<file path="config.mk">
export PLATFORM = sky130hd
export DESIGN_NAME = pipe_hazard_ctrl
export DESIGN_NICKNAME = d
export VERILOG_FILES = /design/src/rtl/pipe_hazard_ctrl.sv
export SDC_FILE = /design/constraint.sdc
export NUM_CORES = 1
export LEC_CHECK = 0
export ABC_AREA = 1
export BUFFER_PORTS_ARGS = -buffer_cell sky130_fd_sc_hd__clkbuf_2
export CORE_MARGIN = 3
export CORE_UTILIZATION = 51
export DETAILED_ROUTE_END_ITERATION = 8
export PLACE_DENSITY = 0.83
export SYNTH_ARGS = -nofsm -noshare
export SYNTH_HDL_FRONTEND = slang
export SYNTH_SLANG_ARGS = --single-unit
</file>
<file path="constraint.sdc">
create_clock -name clk -period 2.8 [get_ports clk]
set_clock_uncertainty 0.2 [all_clocks]
set_input_delay 0.28 -clock clk [delete_from_list [all_inputs] [get_ports clk]]
set_output_delay 0.28 -clock clk [all_outputs]
set_load 0.05 [all_outputs]
</file>
<file path="src/rtl/pipe_hazard_ctrl.sv">
// Pipeline hazard sequencer: drives PC, F/D and D/A buffer enables plus bubble/flush strobes.
// Resolves load-use stalls, taken-branch flushes, HLT and interrupt entry (drain, PC push, vector).
//
// state | meaning
// RUN   | normal issue; branch, interrupt, hazard and HLT are checked here in that order
// LU    | extra load-use bubble cycles while the load completes
// HALT  | fetch frozen after HLT; only an interrupt request leaves
// DRAIN | in-flight instructions retire before the interrupt push
// PUSH  | memory stage pushes the PC words, one per cycle
// VEC   | PC loads the interrupt vector and the request is acknowledged
module pipe_hazard_ctrl #(
   parameter int LU_STALL     = 1,
   parameter int DRAIN_CYCLES = 3,
   parameter int INT_CYCLES   = 2,
   parameter int CNT_W        = 3
) (
   input  logic       clk,
   input  logic       rst,
   input  logic [2:0] i_dec_Rsrc1,
   input  logic [2:0] i_dec_Rsrc2,
   input  logic       i_dec_use1,
   input  logic       i_dec_use2,
   input  logic       i_alu_memrd,
   input  logic [2:0] i_alu_Rdst,
   input  logic       i_branch_taken,
   input  logic       i_hlt,
   input  logic       i_int_req,
   output logic       o_pc_enable,
   output logic [1:0] o_pc_sel,
   output logic       o_fd_enable,
   output logic       o_fd_flush,
   output logic       o_da_enable,
   output logic       o_da_bubble,
   output logic       o_int_step,
   output logic       o_int_ack,
   output logic [2:0] o_state
);

   typedef enum logic [2:0] {
      S_RUN   = 3'd0,
      S_LU    = 3'd1,
      S_HALT  = 3'd2,
      S_DRAIN = 3'd3,
      S_PUSH  = 3'd4,
      S_VEC   = 3'd5
   } state_t;

   localparam logic [1:0] SEL_INC  = 2'b00;
   localparam logic [1:0] SEL_BR   = 2'b01;
   localparam logic [1:0] SEL_VEC  = 2'b10;
   localparam logic [1:0] SEL_HOLD = 2'b11;

   // LU_STALL of 1 never enters LU, so its load value is irrelevant there
   localparam logic [CNT_W-1:0] LU_LOAD    = (LU_STALL > 1) ? CNT_W'(LU_STALL - 2) : '0;
   localparam logic [CNT_W-1:0] DRAIN_LOAD = CNT_W'(DRAIN_CYCLES - 1);
   localparam logic [CNT_W-1:0] INT_LOAD   = CNT_W'(INT_CYCLES - 1);

   state_t           r_state;
   state_t           w_state_nxt;
   logic [CNT_W-1:0] r_cnt;
   logic [CNT_W-1:0] w_cnt_nxt;
   logic [CNT_W-1:0] w_cnt_dec;
   logic             w_hazard;
   logic             w_cnt_zero;

   assign w_hazard   = i_alu_memrd &
                       ((i_dec_use1 & (i_dec_Rsrc1 == i_alu_Rdst)) |
                        (i_dec_use2 & (i_dec_Rsrc2 == i_alu_Rdst)));
   assign w_cnt_zero = (r_cnt == '0);
   assign w_cnt_dec  = w_cnt_zero ? '0 : (r_cnt - CNT_W'(1));
   assign o_state    = r_state;

   always_ff @(posedge clk or posedge rst) begin
      if (rst) begin
         r_state <= S_RUN;
         r_cnt   <= '0;
      end else begin
         r_state <= w_state_nxt;
         r_cnt   <= w_cnt_nxt;
      end
   end

   always_comb begin
      w_state_nxt = r_state;
      w_cnt_nxt   = r_cnt;
      o_pc_enable = 1'b1;
      o_pc_sel    = SEL_INC;
      o_fd_enable = 1'b1;
      o_fd_flush  = 1'b0;
      o_da_enable = 1'b1;
      o_da_bubble = 1'b0;
      o_int_step  = 1'b0;
      o_int_ack   = 1'b0;

      case (r_state)
         S_RUN: begin
            if (i_branch_taken) begin
               o_pc_sel    = SEL_BR;
               o_fd_flush  = 1'b1;
               o_da_bubble = 1'b1;
            end else if (i_int_req) begin
               o_pc_enable = 1'b0;
               o_fd_flush  = 1'b1;
               w_state_nxt = S_DRAIN;
               w_cnt_nxt   = DRAIN_LOAD;
            end else if (w_hazard) begin
               o_pc_enable = 1'b0;
               o_fd_enable = 1'b0;
               o_da_bubble = 1'b1;
               if (LU_STALL > 1) begin
                  w_state_nxt = S_LU;
                  w_cnt_nxt   = LU_LOAD;
               end
            end else if (i_hlt) begin
               o_pc_enable = 1'b0;
               o_fd_flush  = 1'b1;
               w_state_nxt = S_HALT;
            end
         end

         S_LU: begin
            if (i_branch_taken) begin
               o_pc_sel    = SEL_BR;
               o_fd_flush  = 1'b1;
               o_da_bubble = 1'b1;
               w_state_nxt = S_RUN;
               w_cnt_nxt   = '0;
            end else begin
               o_pc_enable = 1'b0;
               o_pc_sel    = SEL_HOLD;
               o_fd_enable = 1'b0;
               o_da_bubble = 1'b1;
               w_cnt_nxt   = w_cnt_dec;
               if (w_cnt_zero) w_state_nxt = S_RUN;
            end
         end

         S_HALT: begin
            o_pc_enable = 1'b0;
            o_pc_sel    = SEL_HOLD;
            o_fd_flush  = 1'b1;
            o_da_bubble = 1'b1;
            if (i_int_req) begin
               w_state_nxt = S_DRAIN;
               w_cnt_nxt   = DRAIN_LOAD;
            end
         end

         S_DRAIN: begin
            // a late taken branch lands in the PC so its target is what gets pushed
            o_pc_enable = i_branch_taken;
            o_pc_sel    = i_branch_taken ? SEL_BR : SEL_HOLD;
            o_fd_flush  = 1'b1;
            o_da_bubble = 1'b1;
            if (w_cnt_zero) begin
               w_state_nxt = S_PUSH;
               w_cnt_nxt   = INT_LOAD;
            end else begin
               w_cnt_nxt   = w_cnt_dec;
            end
         end

         S_PUSH: begin
            o_int_step  = 1'b1;
            o_pc_enable = 1'b0;
            o_pc_sel    = SEL_HOLD;
            o_fd_flush  = 1'b1;
            o_da_bubble = 1'b1;
            w_cnt_nxt   = w_cnt_dec;
            if (w_cnt_zero) w_state_nxt = S_VEC;
         end

         S_VEC: begin
            o_pc_sel    = SEL_VEC;
            o_int_ack   = 1'b1;
            o_fd_flush  = 1'b1;
            o_da_bubble = 1'b1;
            w_state_nxt = S_RUN;
         end

         default: begin
            w_state_nxt = S_RUN;
            w_cnt_nxt   = '0;
         end
      endcase

      if (rst) begin
         o_pc_enable = 1'b0;
         o_pc_sel    = SEL_HOLD;
         o_fd_enable = 1'b0;
         o_fd_flush  = 1'b1;
         o_da_enable = 1'b0;
         o_da_bubble = 1'b1;
         o_int_step  = 1'b0;
         o_int_ack   = 1'b0;
      end
   end

endmodule
</file>
==> summary.md, run 1 <==
| Metric | Value |
|---|---|
| Xor and xnor area share after synthesis | `0%` |
| Syn_area_per_cell | `6.09 um2` |
| Fin crit share | `80.3%` |
| Hold Path Class | `in -> reg` |
| Routed WL | `1900 um` |
| Reg area | `150 um2` |
| # fillers | `135` |
| Post-Synthesis Cells | `126` |
| Min Tclk post-route | `2.25 ns` |
| Gpl congestion | `0.946` |
| Hold Path End | `o_state[2]` |
| Setup ws final | `0.552 ns` |
| Fin. max-slew vios | `0` |
| Starting density of the core | `56.8%` |
| Die Area | `2010 um2` |
| Synth top area share | `22.0%` |
| Row count | `13` |
| Number of CTS-inserted buffers | `3` |
| Pwr/cell area | `1050 nW/um2` |
| Reg2reg setup slack | `1.09 ns` |
| Initial DRC Count | `32` |
| Antenna Nets Post-Route | `0` |
| CP Launch Point | `rst` |
| Startpoint types | `primary input` |
| Ratio of cells with drive above 1 in the final layout | `29.9%` |
| Multi-input gate area | `523 um2` |
| Die Ht | `44.8 um` |
| Clock sinks | `6` |
| Synth Area in Simple Gates | `55.0%` |
| Synth Warn # | `0` |
| Largest net degree at the start of global routing | `12` |
| Detail Placement HPWL | `1600 um` |
| Die X | `44.8 um` |
| Setup_tns | `0 ns` |
| Number of cells on the worst reg-to-reg path | `9` |
| All-Layer GR Usage | `21.6%` |
| Place WS | `0.855 ns` |
| Post-route DRC | `0` |
| Synthesized Nets | `145` |
| PortBufs | `28` |
| Later-pin clock latency in the skew report | `0.25 ns` |
| Worst rel slew slack | `74.1%` |
| Gr ovfl total | `0` |
| Maximum VDD drop | `679 uV` |
| Final net count | `178` |
| Core ar. | `1350 um2` |
| Status | `completed` |
| Clock Path Buffers | `2` |
| Drt wl/cell | `11.1 um` |
| Sequential share of the synthesized area | `19.6%` |
| Pleak | `0.576 nW` |
| Synthesis-to-finish area growth | `23.5%` |
| Crit end category | `primary output` |
| Setup Fix Bufs, Post-CTS | `0` |
| Global-route wire length before repair | `3190 um` |
| Crit path max fanout | `11` |
| Initial antenna violation count | `0` |
| Synth cell types | `22` |
| H-tree levels | `1` |
| Mapped cell area | `767 um2` |
| Critical Path RT | `2.32 ns` |
| Root Driver | `clkbuf_4` |
| Post-synthesis adder-cell area fraction | `3.26%` |
| RR Endpoint | `o_state[0]` |
| Ant diodes | `0` |
| RSZ-0062 raised after global routing | `false` |
| CTS tree | `yes` |
| Highest clock rate | `0.445 GHz` |
| CP arrival | `1.77 ns` |
| IO Pins | `29` |
| Max Cap Viol | `0` |
| Post-synthesis mux area share | `0%` |
| Final hold violation count | `0` |
| HP Start | `i_alu_memrd` |
| Top cells by area, synth | `nand2_1 (22%), dfrtp_1 (20%), inv_1 (8.8%), nor2_1 (8.8%), nand3_1 (4.6%)` |
| CTS clk-pin slew, worst paths | `0.04 ns` |
| Worst r2r src | `o_state[0]` |
| First-pass DRT Iterations | `4` |
| Vias in the first global route | `791` |
| Final setup fails | `0` |
| Resize count post-CTS | `0` |
| Register bit total from synthesis | `6` |
| Synth Area in Compound Gates | `9.95%` |
| Hold Crit Depth | `4` |
| Worst Path Class, Setup | `in -> out` |
| Worst Tran Pin Value | `0.389 ns` |
| Average vias per placed instance | `4.91` |
| Largest area contributor in the netlist | `nand2_1` |
| Largest family of logic cells by synthesized area | `simple AND/OR/NAND/NOR gates` |
| Detailed-route via count | `844` |
==> metal layers <==
metal  GRT usage [%]  up-vias  part of all wire (%)
met5               0        -                     0
met4            6.43        0                  0.63
met2            37.2       30                    49
met1            25.4      361                    43
li1                -      451                     -
met3            7.17        2                   7.7
==> Yosys cell counts, drive strengths merged <==
master / instances
inv: 22
nand3: 8
nor2: 20
a21oi: 2
nor3: 1
o21ai: 8
nand4: 2
o211ai: 3
buf: 1
dfrtp: 6
ha: 2
nand3b: 1
nand2: 50
==> critical path, cell delays in order <==
cell	delay, ns
dlygate4sd3_1	0.54
clkbuf_2	0.13
inv_1	0.30
nand2_1	0.09
inv_1	0.08
nand4_1	0.09
clkbuf_2	0.25
==> how the worst max path moves through the flow <==
stage,depth (start not counted),slack (ns),end
floorplan,5,0.18,o_pc_sel[0]
global placement,6,0.90,o_pc_enable
detailed placement,6,0.86,o_pc_enable
CTS,6,0.54,o_fd_enable
global route,7,0.42,o_da_bubble
finish,7,0.55,o_da_bubble
==> timing repair <==
item	4_1_cts	5_1_grt
hold buffers	1	0
hold endpoints to repair	6	0
endpoints found under the setup margin	0	0
==> per-stage QoR <==
stage	instance area [um2]	std cells	power [mW]	utilization (%)	hold WS, ns
2_1_floorplan	767	126	0.775	-	0.0748
3_3_place_gp	915	168	0.897	67.7	0.0888
3_5_place_dp	915	168	0.911	67.7	0.0951
4_1_cts	947	172	1.00	70.2	0.240
5_1_grt	947	172	1.08	70.2	0.276
6_report	947	172	0.997	70.2	0.240
==> flip-flops by register name (all words and copies together), names as in the netlist <==
signal   cells
r_cnt        3
o_state      3
==> layout make-up <==
class / instances / area share (%)
Clock buffer: 3 / 2.38
Inverter: 22 / 8.72
Multi-Input combinational cell: 97 / 55.2
Sequential cell: 6 / 15.9
Tap cell: 15 / 1.98
Timing Repair Buffer: 29 / 15.9
==> layout by cell type, fill, tap and decap left out, types with 2 or more instances in the layout <==
master	Yosys	final
a21oi_1	2	2
clkbuf_2	0	28
nand2_4	3	3
o21ai_0	4	4
nand2_1	45	45
nor2_1	18	18
clkbuf_4	0	3
nand3_1	7	7
nand2_2	2	2
o211ai_1	3	3
inv_1	18	18
dfrtp_1	6	6
o21ai_1	3	3
ha_1	2	2
inv_2	4	4
==> kinds of logic after synthesis <==
kind of cell | Yosys count
simple gates | 82
buf+inv | 23
compound gates | 13
flops | 6
fa+ha+maj | 2
==> power by group <==
part,internal [mW],switching [mW]
sequential,0.121,0.0547
combinational,0.211,0.529
clock,0.0486,0.0328
total,0.380,0.616
No activity file was read; power rests on OpenSTA's default activity.
==> run 2: changes to the inputs <==
--- a/config.mk
+++ b/config.mk
@@ -5,12 +5,12 @@
 export SDC_FILE = /design/constraint.sdc
 export NUM_CORES = 1
 export LEC_CHECK = 0
-export ABC_AREA = 1
+export ABC_AREA = 0
 export BUFFER_PORTS_ARGS = -buffer_cell sky130_fd_sc_hd__clkbuf_2
 export CORE_MARGIN = 3
-export CORE_UTILIZATION = 51
+export CORE_UTILIZATION = 42
 export DETAILED_ROUTE_END_ITERATION = 8
-export PLACE_DENSITY = 0.83
+export PLACE_DENSITY = 0.74
 export SYNTH_ARGS = -nofsm -noshare
 export SYNTH_HDL_FRONTEND = slang
 export SYNTH_SLANG_ARGS = --single-unit
==> constraint.sdc (replaced) <==
create_clock -name clk -period 2.03 [get_ports clk]
set_clock_uncertainty 0.2 [all_clocks]
set_input_delay 0.203 -clock clk [delete_from_list [all_inputs] [get_ports clk]]
set_output_delay 0.203 -clock clk [all_outputs]
set_load 0.05 [all_outputs]
==> run 2 against run 1 <==
  * Worst setup slack got worse by 0.49 ns
  * Wire length rose by 5.5%
  * Final cell count fell by 17%
  * Via count fell by 6.2%
  * Final area rose by 5.7%
  * Register-to-register slack got worse by 0.89 ns
  * First-iteration DRC count fell by 41%
  * Synthesized cell count fell by 31%
  * Clock power rose by 49%
  * Die area rose by 8.6%
  * Sequential share of layout area fell by 0.60 points
==> summary.md, run 2 <==
| Metric | Value |
|---|---|
| Global-route wire length before repair | `3300 um (+3.3%)` |
| Final hold violation count | `0 (unchanged)` |
| Most instantiated cells after synthesis | `nand2_1 (10), dfrtp_1 (6), xnor2_1 (6)` |
| Die X | `46.7 um (+4.2%)` |
| Startpoint types | `primary input` |
| EDFF count, synth | `0 (unchanged)` |
| Max Cap Viol | `0 (unchanged)` |
| Die Ht | `46.7 um (+4.2%)` |
| Cell with the most instances after synthesis | `nand2_1` |
| Final hold slack | `0.0992 ns (-0.141 ns)` |
| Starting density of the core | `45.6% (-11 points)` |
| Post-route DRC | `0 (unchanged)` |
| Initial DRC Count | `19 (-41%)` |
| Gpl congestion | `0.794 (-16%)` |
| Post-synthesis adder-cell area fraction | `3.60% (+0.34 points)` |
| Vias in the first global route | `747 (-5.6%)` |
| Initial antenna violation count | `0 (unchanged)` |
| Synth top area share | `21.6% (-0.40 points)` |
| Worst Path Buf+Inv | `4 (-1)` |
| CP arrival | `1.56 ns (-0.21 ns)` |
| Setup ws final | `0.0654 ns (-0.486 ns)` |
| Detail Placement HPWL | `1660 um (+3.5%)` |
| Critical path depth | `5 (-2)` |
| Worst r2r src | `r_cnt[0]` |
| Antenna Nets Post-Route | `0 (unchanged)` |
| Crit end category | `primary output` |
| Largest area contributor in the netlist | `dfrtp_1` |
| H-tree levels | `1 (unchanged)` |
| Final setup fails | `0 (unchanged)` |
| PortBufs | `28 (unchanged)` |
| Synth Area in Simple Gates | `27.4% (-28 points)` |
| Synth Area in Compound Gates | `30.1% (+20 points)` |
| # fillers | `147 (+8.9%)` |
| Synth Warn # | `0 (unchanged)` |
| Syn_area_per_cell | `7.98 um2 (+31%)` |
| Pleak | `0.483 nW (-16%)` |
| Hold Path Class | `in -> reg` |
| FFs w/ async S/R, synth | `100% (unchanged)` |
| Ratio of cells with drive above 1 in the final layout | `46.8% (+17 points)` |
| Final net count | `146 (-18%)` |
| Maximum VDD drop | `763 uV (+12%)` |
| Drt wl/cell | `14.1 um (+28%)` |
| Worst rel slew slack | `80.4% (+6.4 points)` |
| Pwr/cell area | `1530 nW/um2 (+45%)` |
| Critical path's slowest cell | `dlygate4sd3_1` |
| Routed WL | `2010 um (+5.5%)` |
| End-of-flow core utilization | `65.7% (-4.5 points)` |
| All-Layer GR Usage | `21.3% (-0.31 points)` |
| Top cells by area, synth | `dfrtp_1 (22%), xnor2_1 (7.6%), nand2_1 (5.4%), o41ai_2 (4.7%), a21oi_1 (3.6%)` |
| Crit-path cells | `clkbuf_2 > dlygate4sd3_1 > inv_1 > and4_1 > buf_2` |
| RR Endpoint | `r_cnt[0]` |
| Die Area | `2180 um2 (+8.6%)` |
| Number of cells on the worst reg-to-reg path | `7 (-2)` |
| Post-synthesis mux area share | `0% (unchanged)` |
| Fin crit share | `96.8%` |
| Crit path max fanout | `6 (-5)` |
| Largest net degree at the start of global routing | `12 (unchanged)` |
| Dominant synthesized flop cell | `dfrtp_1` |
| Ant diodes | `0 (unchanged)` |
| Xor and xnor area share after synthesis | `7.57% (+7.6 points)` |
| Root Driver | `clkbuf_4` |
| Most frequent cells in the layout | `clkbuf_2 (23), buf_4 (11), nand2_1 (10)` |
| Status | `completed` |
| Detailed-route via count | `792 (-6.2%)` |
| Mapped cell area | `694 um2 (-9.5%)` |
| Highest clock rate | `0.509 GHz` |
| Average vias per placed instance | `5.58 (+14%)` |
| Clock sinks | `6 (unchanged)` |
| Critical Path RT | `1.63 ns (-0.69 ns)` |
| Reg2reg setup slack | `0.20 ns (-0.89 ns)` |
| Gr ovfl total | `0 (unchanged)` |
| Min Tclk post-route | `1.96 ns` |
| CTS tree | `yes` |
| Core ar. | `1520 um2 (+13%)` |
| First-pass DRT Iterations | `4 (unchanged)` |
| Register bit total from synthesis | `6 (unchanged)` |
| CTS clk-pin slew, worst paths | `0.04 ns (about the same)` |
| Place WS | `0.187 ns (-0.668 ns)` |
| Later-pin clock latency in the skew report | `0.25 ns (about the same)` |
| Post-Synthesis Cells | `87 (-31%)` |
| Synthesized Nets | `106 (-27%)` |
| Worst Tran Pin Value | `0.294 ns (-0.0949 ns)` |
| Row count | `14 (+1)` |
| Number of CTS-inserted buffers | `3 (unchanged)` |
| Slowest stage delay, CP | `0.58 ns (+0.04 ns)` |
| CP Launch Point | `rst` |
| RSZ-0062 raised after global routing | `false` |
| IO Pins | `29 (unchanged)` |
| Worst setup path endpoint | `o_int_ack` |
| Worst Path Class, Setup | `in -> out` |
| Synthesis-to-finish area growth | `44.1%` |
| Fin. max-slew vios | `0 (unchanged)` |
| Clock Path Buffers | `2 (unchanged)` |
| Commonest non-fill, non-tap cell in the layout | `clkbuf_2` |
| CP delay by family, top | `buffers and inverters` |
| Tot Pwr | `1.53 mW (+53%)` |
| Synth cell types | `41 (+86%)` |
| Sequential share of the synthesized area | `21.6% (+2.0 points)` |
| Largest family of logic cells by synthesized area | `compound AO/OA/AOI/OAI gates` |
==> run 2: timing repair <==
| action | CTS | global route |
|---|---|---|
| gates resized for setup | 4 | 8 |
| endpoints found under the hold margin | 2 | 0 |
| hold buffers | 2 | 0 |
| endpoints found under the setup margin | 2 | 5 |
| pin swaps | 1 | 2 |
| buffers inserted | 2 | 0 |
==> run 2: cell families (layout without fill, tap and decap cells) <==
logic type | count (synthesis) | in the layout
buffers and inverters | 11 | 50
adders and majority gates | 2 | 2
AOI/OAI and AO/OA | 27 | 27
DFF | 6 | 6
and+or+nand+nor | 35 | 35
xor gates and xnor gates | 6 | 6
==> run 2: layer usage <==
metal  track usage (%)  vias up  wire length (um)
met1              26.5      363               813
met4                 0        0                 0
met2              38.7       34              1040
met5                 0        -                 0
met3              5.86        0               149
li1                  -      395                 -
==> run 2: final cells by class <==
cell class	instances	area [um2]	share of cell area, %
Sequential cell	6	153	15.2
Inverter	6	22.5	2.25
Tap cell	16	20.0	2.00
Clock buffer	4	26.3	2.63
Timing Repair Buffer	40	249	24.9
Multi-Input combinational cell	70	531	53.0
==> run 2: worst min-delay path by stage <==
stage | depth (start not counted) | end | slack (ns) | from
final | 2 | o_state[1] | 0.1 | i_branch_taken
after global routing | 2 | o_state[1] | 0.10 | i_branch_taken
after CTS | 2 | o_state[1] | 0.1 | i_branch_taken
after detailed placement | 2 | o_state[2] | 0.02 | rst
after global placement | 2 | o_state[2] | 0.003 | rst
after floorplan | 1 | o_state[1] | -0.006 | rst
==> run 2: worst register-to-register path, delay by kind of cell, from the launching register on <==
| kind | cells | cell delay (ns) |
|---|---|---|
| flip-flops | 1 | 0.41 |
| adder cells (fa/ha/maj) | 1 | 0.24 |
| AO/OA/AOI/OAI | 3 | 0.43 |
| AND/OR/NAND/NOR | 2 | 0.39 |
| buffers and inverters | 1 | 0.04 |
==> run 2: where the power goes <==
group          leakage, nW  internal (mW)  total (mW)  switching (mW)
clock network       0.0150         0.0746       0.121          0.0460
logic                0.393          0.430        1.15           0.721
registers           0.0741          0.176       0.255          0.0791
total                0.483          0.681        1.53           0.847
==> run 2: through the flow <==
stage          setup TNS, ns  cell area, um2  instances
3_3_place_gp               0             918        134
3_5_place_dp               0             918        134
6_report                   0            1000        142
4_1_cts                    0             995        142
5_1_grt                    0            1000        142
2_1_floorplan        -0.0245             743         87
==> run 3: changes to the inputs <==
--- a/config.mk
+++ b/config.mk
@@ -10,7 +10,9 @@
 export CORE_MARGIN = 3
 export CORE_UTILIZATION = 42
 export DETAILED_ROUTE_END_ITERATION = 8
+export GPL_ROUTABILITY_DRIVEN = 0
 export PLACE_DENSITY = 0.74
+export REMOVE_ABC_BUFFERS = 1
 export SYNTH_ARGS = -nofsm -noshare
 export SYNTH_HDL_FRONTEND = slang
 export SYNTH_SLANG_ARGS = --single-unit
==> run 3 against run 2 <==
  * Via count fell by 2.3%
  * Sequential power grew 7%
  * First-iteration DRC count is 21% lower
  * Maximum frequency decreased by 1.5%
  * Critical path type is now reg -> out
==> summary.md, run 3 (synthesis results as in run 2) <==
| Metric | Value |
|---|---|
| Dpl cells | `130 (-3.0%)` |
| Most frequent cells in the layout | `clkbuf_2 (23), buf_4 (11), nand2_1 (10)` |
| IO Pins | `29 (unchanged)` |
| Detail Placement HPWL | `1360 um (-18%)` |
| P_sw | `802 uW (-5.2%)` |
| # fillers | `145 (-1.4%)` |
| PortBufs | `28 (unchanged)` |
| Final hold violation count | `0 (unchanged)` |
| Worst Tran Pin Value | `0.281 ns (-0.0133 ns)` |
| Final net count | `143 (-2.1%)` |
| Vias in the first global route | `667 (-11%)` |
| Gr ovfl total | `0 (unchanged)` |
| Sequential share of power | `18.8% (+2.1 points)` |
| CP Launch Point | `o_state[1]` |
| Max Cap Viol | `0 (unchanged)` |
| Post-route insts no fill | `138 (-2.8%)` |
| Maximum VDD drop | `775 uV (+1.6%)` |
| Critical Path RT | `1.63 ns (about the same)` |
| Worst r2r src | `r_cnt[0]` |
| Root Driver | `clkbuf_4` |
| Row count | `14 (unchanged)` |
| Routed WL | `1890 um (-5.8%)` |
| First-pass DRT Iterations | `5 (+1)` |
| Reg area | `154 um2 (+0.82%)` |
| CTS clk-pin slew, worst paths | `0.04 ns (about the same)` |
| Clock sinks | `6 (unchanged)` |
| Drt wl/cell | `13.7 um (-3.1%)` |
| Clock network power share | `7.6% (-0.3 points)` |
| Average vias per placed instance | `5.61 (+0.56%)` |
| Global-route wire length before repair | `2690 um (-18%)` |
| Setup_tns | `0 ns (unchanged)` |
| Starting density of the core | `45.6% (unchanged)` |
| Later-pin clock latency in the skew report | `0.24 ns (about the same)` |
| Ant diodes | `0 (unchanged)` |
| Ratio of cells with drive above 1 in the final layout | `44.3% (-2.6 points)` |
| CP arrival | `1.59 ns (+0.03 ns)` |
| Worst Path Class, Setup | `reg -> out` |
| Fin. max-slew vios | `0 (unchanged)` |
| Number of CTS-inserted buffers | `3 (unchanged)` |
| Die X | `46.7 um (unchanged)` |
| Commonest non-fill, non-tap cell in the layout | `clkbuf_2` |
| Worst rel slew slack | `81.2% (+0.74 points)` |
| Die Ht | `46.7 um (unchanged)` |
| Post-route DRC | `0 (unchanged)` |
| Placed cell areas | `840 um2 (-8.6%)` |
| Combinational Power Share | `73.6% (-1.8 points)` |
| Fin crit share | `98.2% (+1.5 points)` |
| All-Layer GR Usage | `16.6% (-4.8 points)` |
| Die Area | `2180 um2 (unchanged)` |
| Status | `completed` |
| Highest clock rate | `0.501 GHz (-1.5%)` |
| Min Tclk post-route | `1.99 ns (+0.0295 ns)` |
| Design Area, Final | `935 um2 (-6.6%)` |
| Antenna Nets Post-Route | `0 (unchanged)` |
| Startpoint types | `flip-flop` |
| Initial DRC Count | `15 (-4)` |
| Detailed-route via count | `774 (-2.3%)` |
| Clock Path Buffers | `2 (unchanged)` |
| H-tree levels | `1 (unchanged)` |
| Multi-input gate area | `490 um2 (-7.5%)` |
| Pleak | `0.465 nW (-3.6%)` |
| Core ar. | `1520 um2 (unchanged)` |
| Pwr/cell area | `1560 nW/um2 (+2.1%)` |
| Final hold slack | `0.123 ns (+0.0243 ns)` |
| Final setup fails | `0 (unchanged)` |
| Initial antenna violation count | `0 (unchanged)` |
| Hold Path Class | `in -> async` |
| Largest net degree at the start of global routing | `16 (+4)` |
| Crit path max fanout | `6 (unchanged)` |
| Synthesis-to-finish area growth | `34.6%` |
| Switching Fraction | `55.1% (-0.30 points)` |
| CTS tree | `yes` |
| Internal power | `653 uW (-4.1%)` |
| Crit end category | `primary output` |
[run 3: cell types whose count changed in the layout (fill, tap and decap cells not counted), sizes merged]
| cell | delta |
|---|---|
| dlygate4sd3 | -1 |
| dlymetal6s4s | +1 |
| clkbuf | -3 |
| buf | -1 |
[run 3: layout make-up]
type | count | area share (%)
Clock buffer | 3 | 2.41
Tap cell | 16 | 2.14
Sequential cell | 6 | 16.5
Multi-Input combinational cell | 70 | 52.5
Timing Repair Buffer | 37 | 24.1
Inverter | 6 | 2.41
[run 3: metrics by stage]
| step | setup WS [ns] | util, % | total power, mW |
|---|---|---|---|
| 2_1_floorplan | -0.852 | - | 0.983 |
| 3_3_place_gp | 0.249 | 55.1 | 1.21 |
| 3_5_place_dp | 0.228 | 55.1 | 1.23 |
| 4_1_cts | 0.0168 | 58.5 | 1.36 |
| 5_1_grt | -0.0304 | 61.3 | 1.55 |
| 6_report | 0.0359 | 61.3 | 1.46 |
[run 3: critical path: stages (launching register included)]
cell     delay, ns
dfrtp_2       0.45
buf_4         0.19
nor2_4        0.11
nand2_1       0.08
a221o_1       0.32
buf_4         0.19
[run 3: per-layer routing]
metal  wire, um  up-vias  global-route usage (%)
li1           -      384                       -
met1        800      341                    22.2
met2        880       45                    27.2
met3        176        4                    1.56
met4         32        0                    6.08
met5          0        -                       0
[run 3: power by group through the flow]
| stage | combinational, mW | clock (mW) | sequential (mW) |
|---|---|---|---|
| 4_1_cts | 0.975 | 0.111 | 0.271 |
| 6_report | 1.07 | 0.110 | 0.273 |
| 2_1_floorplan | 0.586 | 0 | 0.398 |
| 3_3_place_gp | 0.950 | 0 | 0.264 |
| 3_5_place_dp | 0.963 | 0 | 0.268 |
| 5_1_grt | 1.15 | 0.120 | 0.278 |
[run 3: repair_timing]
action                                  in CTS  in global routing
setup buffers                                0                  4
endpoints found under the hold margin        3                  0
pin swaps                                    0                  1
hold buffers                                 2                  0
gates resized for setup                      3                 13
endpoints found under the setup margin       2                  5
[run 3: worst paths after layout]
| path | endpoint | slack, ns | cells past startpoint |
|---|---|---|---|
| setup / recovery | o_da_bubble | 0.04 | 5 |
| hold / removal | r_cnt[0] | 0.12 | 3 |
| setup reg to reg | r_cnt[0] | 0.24 | 7 |
| hold reg to reg | r_cnt[1] | 0.32 | 1 |
| max in group asynchronous | o_state[0] | 0.89 | 3 |
| min in group clk | o_state[1] | 0.13 | 2 |
